[src/rtl/addr8s_redundant_sched.sv]
// addr8s_redundant_sched: round-robin temporal-redundancy controller for a shared 8-bit signed adder.
// Each operation runs twice with swapped operands, retries on mismatch, and reports a persistent error.
module addr8s_redundant_sched #(
    parameter int unsigned MAX_RETRY = 2
) (
    input  logic       clk,
    input  logic       rst,
    input  logic       req0_valid,
    output logic       req0_ready,
    input  logic [7:0] req0_a,
    input  logic [7:0] req0_b,
    input  logic       req1_valid,
    output logic       req1_ready,
    input  logic [7:0] req1_a,
    input  logic [7:0] req1_b,
    output logic [7:0] add_a,
    output logic [7:0] add_b,
    input  logic [8:0] add_o,
    output logic       rsp_valid,
    input  logic       rsp_ready,
    output logic [8:0] rsp_sum,
    output logic       rsp_id,
    output logic       rsp_err,
    output logic [7:0] mismatch_cnt
);
    localparam logic [2:0] S_IDLE  = 3'd0;
    localparam logic [2:0] S_RUN1  = 3'd1;
    localparam logic [2:0] S_RUN2  = 3'd2;
    localparam logic [2:0] S_CHECK = 3'd3;
    localparam logic [2:0] S_RESP  = 3'd4;
    localparam logic [2:0] MR      = 3'(MAX_RETRY);

    logic [2:0] r_state;
    logic       r_ptr;
    logic [7:0] r_a;
    logic [7:0] r_b;
    logic       r_id;
    logic [2:0] r_retry;
    logic [8:0] r_r1;
    logic [8:0] r_r2;
    logic       r_err;
    logic [7:0] r_mcnt;
    logic       w_g0;
    logic       w_g1;
    logic       w_hs;
    logic       w_mis;

    // r_ptr holds the last granted requester; on a tie the other one wins
    always_comb begin
        w_g0         = req0_valid & (~req1_valid | r_ptr);
        w_g1         = req1_valid & (~req0_valid | ~r_ptr);
        req0_ready   = (r_state == S_IDLE) & w_g0;
        req1_ready   = (r_state == S_IDLE) & w_g1;
        w_hs         = req0_ready | req1_ready;
        add_a        = (r_state == S_RUN1) ? r_a : (r_state == S_RUN2) ? r_b : 8'd0;
        add_b        = (r_state == S_RUN1) ? r_b : (r_state == S_RUN2) ? r_a : 8'd0;
        w_mis        = r_r1 != r_r2;
        rsp_valid    = r_state == S_RESP;
        rsp_sum      = r_r1;
        rsp_id       = r_id;
        rsp_err      = r_err;
        mismatch_cnt = r_mcnt;
    end

    always_ff @(posedge clk) begin
        if (rst) begin
            r_state <= S_IDLE;
            r_ptr   <= 1'b1;
            r_a     <= 8'd0;
            r_b     <= 8'd0;
            r_id    <= 1'b0;
            r_retry <= 3'd0;
            r_r1    <= 9'd0;
            r_r2    <= 9'd0;
            r_err   <= 1'b0;
            r_mcnt  <= 8'd0;
        end else begin
            case (r_state)
                S_IDLE: if (w_hs) begin
                    r_a     <= w_g0 ? req0_a : req1_a;
                    r_b     <= w_g0 ? req0_b : req1_b;
                    r_id    <= w_g1;
                    r_ptr   <= w_g1;
                    r_retry <= 3'd0;
                    r_state <= S_RUN1;
                end
                S_RUN1: begin
                    r_r1    <= add_o;
                    r_state <= S_RUN2;
                end
                S_RUN2: begin
                    r_r2    <= add_o;
                    r_state <= S_CHECK;
                end
                S_CHECK: if (!w_mis) begin
                    r_err   <= 1'b0;
                    r_state <= S_RESP;
                end else begin
                    if (r_mcnt != 8'hFF) r_mcnt <= r_mcnt + 8'd1;
                    if (r_retry < MR) begin
                        r_retry <= r_retry + 3'd1;
                        r_state <= S_RUN1;
                    end else begin
                        r_err   <= 1'b1;
                        r_state <= S_RESP;
                    end
                end
                S_RESP: if (rsp_ready) r_state <= S_IDLE;
                default: r_state <= S_IDLE;
            endcase
        end
    end
endmodule

[config.mk]
export PLATFORM = sky130hd
export DESIGN_NAME = addr8s_redundant_sched
export DESIGN_NICKNAME = d
export VERILOG_FILES = /design/src/rtl/addr8s_redundant_sched.sv
export SDC_FILE = /design/constraint.sdc
export NUM_CORES = 1
export LEC_CHECK = 0
export ABC_AREA = 1
export CORE_ASPECT_RATIO = 0.7
export CORE_MARGIN = 3
export CORE_UTILIZATION = 30
export CTS_CLUSTER_DIAMETER = 200
export DETAILED_ROUTE_END_ITERATION = 12
export PLACE_DENSITY = 0.67
export SLEW_MARGIN = 15
export SYNTH_ARGS = -nofsm -noshare
export SYNTH_HDL_FRONTEND = slang
export SYNTH_SLANG_ARGS = --single-unit
[constraint.sdc]
create_clock -name clk -period 2.25 [get_ports clk]
set_clock_uncertainty 0.2 [all_clocks]
set_input_delay 0.45 -clock clk [delete_from_list [all_inputs] [get_ports clk]]
set_output_delay 0.45 -clock clk [all_outputs]
set_load 0.01 [all_outputs]
==> metrics.txt <==
hold buffer count at CTS=0; largest net degree at the start of global routing=38; Netlist Area Pre-Place=2467 um2; final WL=6.962 mm; 1st-iter DRT viols=131; Overflow after GRT=0; Worst path top cell family by delay=buffers and inverters; drt drc=0; first-pass GRT wire length=11.71 mm; Synth top area share=41.38%; number of CTS-inserted buffers=5; root buffer cell=clkbuf_16; register bit count reported by yosys=51; Worst setup SP type=flip-flop; CP arrival=1.52 ns; Min Hold Slack=0.2439 ns; largest cells by area after synthesis=dfxtp_1 (41%), nand2_1 (11%), inv_1 (7.6%), a21oi_1 (6.3%), a31oi_1 (4.3%); clock-pin slew on the worst setup and hold paths=0.07 ns; min cycle time layout=2.174 ns; final hold violation count=0; Final ANT Viol Nets=0; EDFF count, synth=0; CTS Buffer Depth=2; Filler cells=771; Finished Layout Cells=534; syn nets=395; top cells by count, synth=nand2_1 (74), dfxtp_1 (51), inv_1 (50); Tot GR Track Use=15.56%; slew at the pin with the worst max-slew slack=0.3951 ns; Max-Cap Viols=0; Worst-Skew Late Latency=0.28 ns; Place WS=-0.2004 ns; pwr/cell area=767.9 nW/um2; Core ar.=7645 um2; Final Setup Violations=0; initial antenna violation count=0; antenna cells=0; drt wl/cell=13.04 um; dpl cells=524; port bufs=83; Die H=81.88 um; ys flop type=dfxtp_1; status=finished clean; fmax=0.4601 GHz; CTS Sinks=51; slowest CP cell=dfxtp_1; most frequent cell after synthesis=nand2_1; dpl hpwl=5.106 mm; critical path endpoint category=primary output; CP Max Fanout=35; htree depth=2; ys async rst share=0%; Die Wd=114.4 um; synthesized netlist cell count=347; drt via density=4.801; Hold Crit Class=flip-flop to flip-flop; Die Area=9366 um2; CP cell instances=inv_1 > nand3_1 > buf_12 > o22ai_1 > dlygate4sd2_1; TritonCTS clock tree=yes; CP required=1.60 ns; RSZ-0062 raised after global routing=no; Final Slew Violations=0; sequential share of the synthesized area=41.38%; Synth area leader=dfxtp_1; post-route clock period utilization=96.61%; Slowest Stage Delay on Critical Path=0.31 ns; Crit Path Class=flip-flop to primary output; P_leak=1.503 nW; NumNets Final=483; Netlist cell types=26; Worst slew margin=73.60%; vias in the first global route=2469; Avg Cell Area, Syn=7.111 um2; drt pass-1 iters=4; num rows=26; Syn. warnings=0; Final WS setup=0.07637 ns; Area Overhead vs Synth=46.35%; Initial Util=32.27%; WP buf/inv=3; peak supply drop=0.3750 mV; total number of vias=2564; gpl congestion=0.7945; # IOs=84; layout cells sized above 1=9.404%; Util after Layout=47.23%
[report_power, final]
group	leakage, nW	total [W]	switching (W)	internal, W
registers	0.419	0.00110	0.0000752	0.00103
clock network	0.0772	0.000791	0.000317	0.000474
logic	1.01	0.000879	0.000473	0.000406
total	1.50	0.00277	0.000866	0.00191
[per-layer routing]
layer	GRT usage (%)	vias up	wire length (um)
met5	0	-	0
met4	3.203	0	46
met3	5.155	5	566
met2	23.34	74	2827
met1	21.76	1147	3522
li1	-	1338	-
[cell usage in the layout (no fill, tap or decap), types with 2 or more instances in the layout]
cell,count
a21oi_1,31
a31oi_1,17
buf_12,3
buf_4,12
clkbuf_16,5
clkbuf_2,8
clkbuf_8,2
clkdlybuf4s15_1,2
clkdlybuf4s50_1,63
dfxtp_1,51
dlygate4sd2_1,9
ha_1,2
inv_1,50
inv_2,2
nand2_1,73
nand2_2,2
nand3_1,13
nand3_2,3
nand4_1,11
nor2_1,10
o21ai_0,18
o21ai_1,17
o22ai_1,16
xnor2_1,3
xor2_1,5
[worst min-delay path: stages, from the launching register on]
cell     delay, ns
dfxtp_1       0.31
inv_1         0.04
a21oi_1       0.05
[cell type report]
class,count,area (um2),area share [%]
clock buffer,8,156.4,4.331
inverter,52,195.2,5.405
multi-input combinational,227,1184,32.78
sequential,51,1021,28.27
tap,98,122.6,3.396
timing repair buffer,98,932.1,25.81
[cells by family after synthesis]
| logic type | after synthesis | synth area share, % |
|---|---|---|
| XOR/XNOR | 8 | 2.840 |
| AO/OA/AOI/OAI | 101 | 22.72 |
| adder cells (fa/ha/maj) | 2 | 1.014 |
| AND/OR/NAND/NOR | 116 | 21.10 |
| flip-flops | 51 | 41.38 |
| buffers and inverters | 69 | 10.95 |
[flip-flops by register name (all words and copies together) (netlist names), 3 cells and up]
register	cells
mismatch_cnt	8
r_a	8
r_b	8
r_r2	9
r_retry	3
r_state	3
rsp_sum	9
[final timing paths]
check                  startpoint               to  slack [ns]  depth (start not counted)
setup / recovery       r_state[2]         add_a[6]        0.08                          5
hold / removal         r_retry[2]       r_retry[2]        0.24                          2
setup reg to reg  mismatch_cnt[0]  mismatch_cnt[5]        0.37                          7
hold reg to reg        r_retry[2]       r_retry[2]        0.24                          2
[repair_timing]
action / in CTS / in global routing
gates resized for setup: 21 / 19
setup endpoints to repair: 19 / 12
buffers inserted: 1 / 1
pin swaps: 1 / 1
[metrics by stage]
stage	power [W]	instance area, um2	TNS [ns]
after floorplan	0.001618	2467	0
after global placement	0.002013	3481	-0.3007
after detailed placement	0.002026	3481	-0.3378
after CTS	0.002797	3628	0
after global routing	0.002961	3611	0
final	0.002773	3611	0
Power figures use the tool's default switching activity.
